File: config.mk
export PLATFORM = sky130hd
export DESIGN_NAME = bin2bcd_seq
export DESIGN_NICKNAME = d
export VERILOG_FILES = /design/src/rtl/bin2bcd_pkg.sv /design/src/rtl/bcd_add3.sv /design/src/rtl/bin2bcd_seq.sv
export SDC_FILE = /design/constraint.sdc
export NUM_CORES = 1
export LEC_CHECK = 0
export ABC_CLOCK_PERIOD_IN_PS = 1250
export BUFFER_PORTS_ARGS = -buffer_cell sky130_fd_sc_hd__buf_2
export CAP_MARGIN = 20
export CORE_MARGIN = 3
export CORE_UTILIZATION = 35
export DETAILED_ROUTE_END_ITERATION = 10
export PLACE_DENSITY = 0.6
export RECOVER_POWER = 100
export SLEW_MARGIN = 0
export SYNTH_ARGS = -nofsm -noshare
export SYNTH_HDL_FRONTEND = slang
export SYNTH_HIERARCHICAL = 1
export SYNTH_SLANG_ARGS = --single-unit
File: constraint.sdc
create_clock -name clk -period 1.25 [get_ports clk]
set_input_delay 0.375 -clock clk [delete_from_list [all_inputs] [get_ports clk]]
set_output_delay 0.375 -clock clk [all_outputs]
set_load 0.02 [all_outputs]
File: src/rtl/bin2bcd_pkg.sv
// Shared types and elaboration helpers for the sequential binary-to-BCD converter.
package bin2bcd_pkg;

    typedef enum logic [1:0] {
        IDLE = 2'd0,
        CONV = 2'd1,
        DONE = 2'd2
    } state_t;

    localparam int BIN_W_MIN = 4;
    localparam int BIN_W_MAX = 32;
    localparam int CNT_W_MAX = $clog2(BIN_W_MAX + 1);

    // Decimal digits needed to represent 2^bin_w - 1.
    function automatic int min_digits(input int bin_w);
        longint unsigned v;
        int              n;
        v = (64'd1 << bin_w) - 64'd1;
        n = 0;
        for (int i = 0; i < 20; i++) begin
            if (v != 64'd0) begin
                v = v / 64'd10;
                n = n + 1;
            end
        end
        return (n < 1) ? 1 : n;
    endfunction

    function automatic int cnt_width(input int bin_w);
        return $clog2(bin_w + 1);
    endfunction

endpackage

File: src/rtl/bcd_add3.sv
// Double-dabble digit adjust: a digit of 5 or more gets +3 before the next shift.
module bcd_add3 (
    input  logic [3:0] i_digit,
    output logic [3:0] o_digit
);

    assign o_digit = (i_digit >= 4'd5) ? i_digit + 4'd3 : i_digit;

endmodule

File: src/rtl/bin2bcd_seq.sv
// Sequential shift-and-add-3 converter: one operand bit per clock, packed BCD out.
//
// state | meaning
// IDLE  | waiting for in_valid; in_ready high
// CONV  | one shift/adjust step per cycle, BIN_W cycles
// DONE  | publish scratch digits and sign, pulse out_valid
module bin2bcd_seq
    import bin2bcd_pkg::*;
#(
    parameter int BIN_W  = 8,
    parameter int DIGITS = 3,
    parameter bit SIGNED = 1'b0
) (
    input  logic                  clk,
    input  logic                  rst,
    input  logic                  in_valid,
    output logic                  in_ready,
    input  logic [BIN_W-1:0]      bin,
    output logic                  out_valid,
    output logic [4*DIGITS-1:0]   bcd,
    output logic                  neg,
    output logic                  busy
);

    localparam int DIG_W = 4 * DIGITS;
    localparam int CAT_W = DIG_W + BIN_W;
    localparam int CNT_W = cnt_width(BIN_W);

    generate
        if (BIN_W < BIN_W_MIN || BIN_W > BIN_W_MAX) begin : g_bad_bin_w
            $error("bin2bcd_seq: BIN_W=%0d outside %0d..%0d", BIN_W, BIN_W_MIN, BIN_W_MAX);
        end
        if (DIGITS < min_digits(BIN_W)) begin : g_bad_digits
            $error("bin2bcd_seq: DIGITS=%0d too small, need %0d for BIN_W=%0d",
                   DIGITS, min_digits(BIN_W), BIN_W);
        end
    endgenerate

    state_t             r_state;
    logic [BIN_W-1:0]   r_shift;
    logic [DIG_W-1:0]   r_digits;
    logic [CNT_W-1:0]   r_cnt;
    logic               r_neg_pend;
    logic [DIG_W-1:0]   r_bcd;
    logic               r_neg;
    logic               r_out_valid;
    logic               r_busy;
    logic               r_in_ready;

    logic               w_sign;
    logic [BIN_W-1:0]   w_neg_bin;
    logic [BIN_W-1:0]   w_mag;
    logic [DIG_W-1:0]   w_adj;
    logic [CAT_W-1:0]   w_cat;

    // Negating -2^(BIN_W-1) wraps to 2^(BIN_W-1) as unsigned, which is the wanted magnitude.
    assign w_sign    = SIGNED & bin[BIN_W-1];
    assign w_neg_bin = {BIN_W{1'b0}} - bin;
    assign w_mag     = w_sign ? w_neg_bin : bin;

    generate
        for (genvar g = 0; g < DIGITS; g++) begin : g_add3
            bcd_add3 u_add3 (
                .i_digit (r_digits[4*g +: 4]),
                .o_digit (w_adj[4*g +: 4])
            );
        end
    endgenerate

    assign w_cat = {w_adj, r_shift} << 1;

    always_ff @(posedge clk or negedge rst) begin
        if (!rst) begin
            r_state     <= IDLE;
            r_shift     <= '0;
            r_digits    <= '0;
            r_cnt       <= '0;
            r_neg_pend  <= 1'b0;
            r_bcd       <= '0;
            r_neg       <= 1'b0;
            r_out_valid <= 1'b0;
            r_busy      <= 1'b0;
            r_in_ready  <= 1'b1;
        end else begin
            r_out_valid <= 1'b0;
            case (r_state)
                IDLE: begin
                    if (in_valid) begin
                        r_shift    <= w_mag;
                        r_digits   <= '0;
                        r_neg_pend <= w_sign;
                        r_cnt      <= CNT_W'(BIN_W);
                        r_busy     <= 1'b1;
                        r_in_ready <= 1'b0;
                        r_state    <= CONV;
                    end
                end
                CONV: begin
                    r_digits <= w_cat[CAT_W-1:BIN_W];
                    r_shift  <= w_cat[BIN_W-1:0];
                    r_cnt    <= r_cnt - CNT_W'(1);
                    if (r_cnt == CNT_W'(1)) begin
                        r_state <= DONE;
                    end
                end
                DONE: begin
                    r_bcd       <= r_digits;
                    r_neg       <= r_neg_pend;
                    r_out_valid <= 1'b1;
                    r_busy      <= 1'b0;
                    r_in_ready  <= 1'b1;
                    r_state     <= IDLE;
                end
                default: begin
                    r_busy     <= 1'b0;
                    r_in_ready <= 1'b1;
                    r_state    <= IDLE;
                end
            endcase
        end
    end

    assign in_ready  = r_in_ready;
    assign out_valid = r_out_valid;
    assign bcd       = r_bcd;
    assign neg       = r_neg;
    assign busy      = r_busy;

endmodule

# Word level (Yosys, flattened, before mapping)

Index checks and enable logic that the tools add are counted.

Add/subtract/negate cells: 4
Reductions and logical operators: 5
Bitwise operators: 1
Equality and inequality tests: 5
Multiplexer cells: 17
Magnitude comparators: 3

Operators with widths:

| operator              | count |
|---|---|
| $pmux W12 S2          | 1 |
| $pmux W8 S2           | 1 |
| $ge A4 B3 Y1 const B  | 3 |
| $mux W12              | 1 |
| $mux W4               | 3 |
| $add A4 B2 Y4 const B | 2 |
| $mux W8               | 1 |
| $pmux W4 S2           | 1 |
| $reduce_and A2 Y1     | 3 |
| $eq A4 B1 Y1 const B  | 1 |
| $mux W2               | 2 |
| $ne A2 B2 Y1 const B  | 2 |
| $pmux W1 S2           | 2 |
| $pmux W2 S2           | 1 |
| $sub A4 B1 Y4 const B | 1 |
| $add A3 B2 Y3 const B | 1 |
| $mux W1               | 3 |
| $mux W3               | 1 |
| $eq A2 B1 Y1 const B  | 1 |
| $eq A2 B2 Y1 const B  | 1 |
| $logic_not A2 Y1      | 1 |
| $reduce_bool A2 Y1    | 1 |
| $not A1 Y1            | 1 |

Bits of input ports: 11
Logic and storage cells: 43
Register bits after elaboration: 41

# Logic depth before layout (Yosys ltp)

Word-level depth: 3
Depth in mapped cells: 6
Mapped depth without buffers: 6

# Modules after synthesis

Netlist, hierarchy kept.

By module, submodules not included:

| module      | cells each | area each (um^2) | instances |
|---|---|---|---|
| bin2bcd_seq | 132        | 1681.6           | 1 |
| bcd_add3    | 16         | 101.3            | 3 |

# Worst setup path after synthesis

OpenSTA, ideal clock, no wires.

Kind: flip-flop to flip-flop
From: reg r_digits[8]
To: reg r_digits[10]
Library setup time: 0.121 ns
Data required time: 1.129 ns
Data arrival time: 1.209 ns
Setup slack: -0.080 ns
Stages on the path, launching flop included: 6
Period minus slack after synthesis: 1.330 ns
Buffers on the path: 0
Path through: dfrtp_1 -> ha_1 -> nand2b_1 -> a21oi_2 -> mux2i_1 -> a22o_1

Word-level cells in the longest chain between the ends: 3
Elaborated cells between the ends (all ways): 4
Those cells by class: add/sub: 1; order compare: 1; mux: 2

RTL lines:

| item                                          | RTL line          | text |
|---|---|---|
| start, declared                               | bin2bcd_seq.sv:41 | `logic [DIG_W-1:0] r_digits;` |
| start signal, assigned                        | bin2bcd_seq.sv:99 | `r_digits <= w_cat[CAT_W-1:BIN_W];` |
| $ge A4 B3 Y1 or $add A3 B2 Y3 (tied branches) | bcd_add3.sv:7     | `assign o_digit = (i_digit >= 4'd5) ? i_digit + 4'd3 : i_digit;` |
| $mux W3 *                                     | bcd_add3.sv:7     |  |
| net w_adj[9]                                  | bin2bcd_seq.sv:53 | `logic [DIG_W-1:0] w_adj;` |
| $pmux W12 S2 *                                | bin2bcd_seq.sv:86 | `case (r_state)` |

The timed path passes the listed nets; every way through them passes the cells marked *.
A chain may end at the register's enable or synchronous reset.

# Worst setup path in the final report

From: reg r_in_ready (netlist: in_ready)
To: out in_ready

RTL lines:

| item                   | RTL line           | text |
|---|---|---|
| start, declared        | bin2bcd_seq.sv:48  | `logic r_in_ready;` |
| start signal, assigned | bin2bcd_seq.sv:83  | `r_in_ready <= 1'b1;` |
| start signal, assigned | bin2bcd_seq.sv:94  | `r_in_ready <= 1'b0;` |
| start signal, assigned | bin2bcd_seq.sv:111 | `r_in_ready <= 1'b1;` |
| end, declared          | bin2bcd_seq.sv:17  | `output logic in_ready,` |

No word-level cell between the ends.

==> flow_summary.ini <==
[status]
run_status = finished with violations
violations = negative setup slack

[worst_setup_path]
critPathTopFamily = flip-flops
startpoint_type = flip-flop
cp.required_ns = 0.88
cp-end-kind = primary output
startpoint = in_ready
slowest_stage = dfstp_2
criticalPathCategory = reg -> out
cp_cell_sequence = buf_6
path_buf_inv = 1
slowest_delay_ns = 0.55
critPathMaxFanout = 2
r2r_start = r_digits[4]
arrival_ns = 0.95

[grt]
globalRouteMet3Util = 0.03769
met1_usage = 0.1784
grt_max_degree = 42
use_met2 = 0.2020
antenna_found_initial = 0
grt_pass1_wl_um = 6630
grt-ovfl-total = 0
grt-busiest-layer = met2
grt_pass1_vias = 1448
grt_use_total = 0.1312

[sta]
timing.final.crit_share = 1.059
relSlewSlack = 0.3283
setup_slack_ns = -0.07383
worstMarginPinSlew_ns = 1.008
period_needed_ns = 1.324
hold_violations = 0
rsz0062_at_grt = true
maxSlewViolCount = 0
finalSetupViolCount = 6
max_freq_ghz = 0.7554
skew_ns = 0.006009

[layout]
diodes = 0
final_nets = 244
final_util = 0.4862
drive_gt1_frac = 0.4071
syn_to_final_growth_pct = 30.36
fill_cells = 511
fin_area_um2 = 2562

[placed_design]
dpl-instance-area_um2 = 2382
numPortBuffers = 25
dp_slack_ns = -0.07290
dp_hpwl_um = 2496
gp_congestion = 0.6974

[power]
irDropWorstVdd_mv = 0.8129
powerDensity_nw_per_um2 = 2560
power.leakage_nw = 1.274
power.total_mw = 6.561

[floorplan]
die_w_um = 80.94
start_util = 0.3730
dieArea_um2 = 6551
core_area_um2 = 5270
num_rows = 26
die_y_um = 80.94
io_pins = 27

[clock_network]
path_clk_slew_ns = 0.08
clk_path_buf_depth = 2
cts_buffers = 5
clock-sinks = 41
postCtsHoldBufs = 0
cts_tree = built
worstSkewPairLatency_ns = 0.29
htreeDepth = 2
clockRootBuffer = clkbuf_8

[routing]
drt_iter0_drc = 80
drc = 0
vias = 1405
wl_um = 3674
firstDrtPassIters = 4
routed_via_density = 4.747
ant_nets = 0
wl_per_cell_um = 12.41

[synthesis]
synth_warnings = 6
syn-mean-instance-area_um2 = 11.17
netlist_area_um2 = 1966
synth_cells = 176
synth_fp_nets = 195

[worst_hold_path]
hold_path.class = in -> async

[flow_run]
maxCapViolCount = 0
==> per-layer routing <==
layer	wire length (um)	part of all wire	up-vias
met4	34	0.0093	0
met1	1798	0.49	678
met3	135	0.037	4
met5	0	0	-
met2	1706	0.46	21
li1	-	-	702
==> worst paths after layout <==
path	end	slack, ns	depth (start not counted)
hold / removal	r_digits[11]	0.33	2
setup reg to reg	r_digits[6]	-0.05	5
min in group clk	r_shift[6]	0.38	3
setup / recovery	in_ready	-0.07	1
hold reg to reg	r_shift[4]	0.48	2
max in group asynchronous	r_state[0]	0.24	2
==> area by class of cell <==
type                    count  area (um2)  share of cell area
multi-input cells         117       967.2              0.3774
well taps                  70       87.58             0.03418
flip-flops and latches     41        1030              0.4019
clock buffers               7       86.33             0.03369
clock inverters             1       30.03             0.01172
repair buffers             50       324.1              0.1265
inverters                  10       37.54             0.01465
==> power by group <==
group / total [mW] / switching (mW) / internal, mW
sequential: 2.30 / 0.432 / 1.87
combinational: 3.16 / 1.47 / 1.69
clock: 1.10 / 0.447 / 0.651
==> cells in the final DEF, fill, tap and decap left out, types with 4 or more instances in the layout <==
cell type  count
nor2_1         6
buf_4         16
buf_6          5
inv_2          5
clkbuf_2       6
mux2_2         5
buf_2         19
dfrtp_1       38
inv_1          5
mux2_4         7
nand2b_1       4
a21oi_1        5
o21ai_0       12
a22o_1        13
and3b_1        5
clkbuf_8       6
mux2i_1        4
nand2_1       23
==> stage by stage <==
step                instances  setup TNS (ns)  hold slack (ns)
finish                    296         -0.2290           0.3302
global route              296         -0.9623           0.4094
CTS                       294         -0.3312          0.04666
detailed placement        285         -0.2911           0.3703
global placement          285         -0.1150           0.3677
floorplan                 176       -0.007089          0.07941
==> flip-flops by register name, summed over array words and instances, names as in the netlist <==
signal / cells
bcd: 12
r_cnt: 4
busy: 1
r_shift: 8
r_digits: 12
out_valid: 1
r_state: 2
in_ready: 1
==> repair_timing <==
item	4_1_cts	5_1_grt
pin swaps	5	3
resized for setup	7	22
endpoints found under the setup margin	9	30
setup buffers	1	2
No activity file was read; power rests on OpenSTA's default activity.
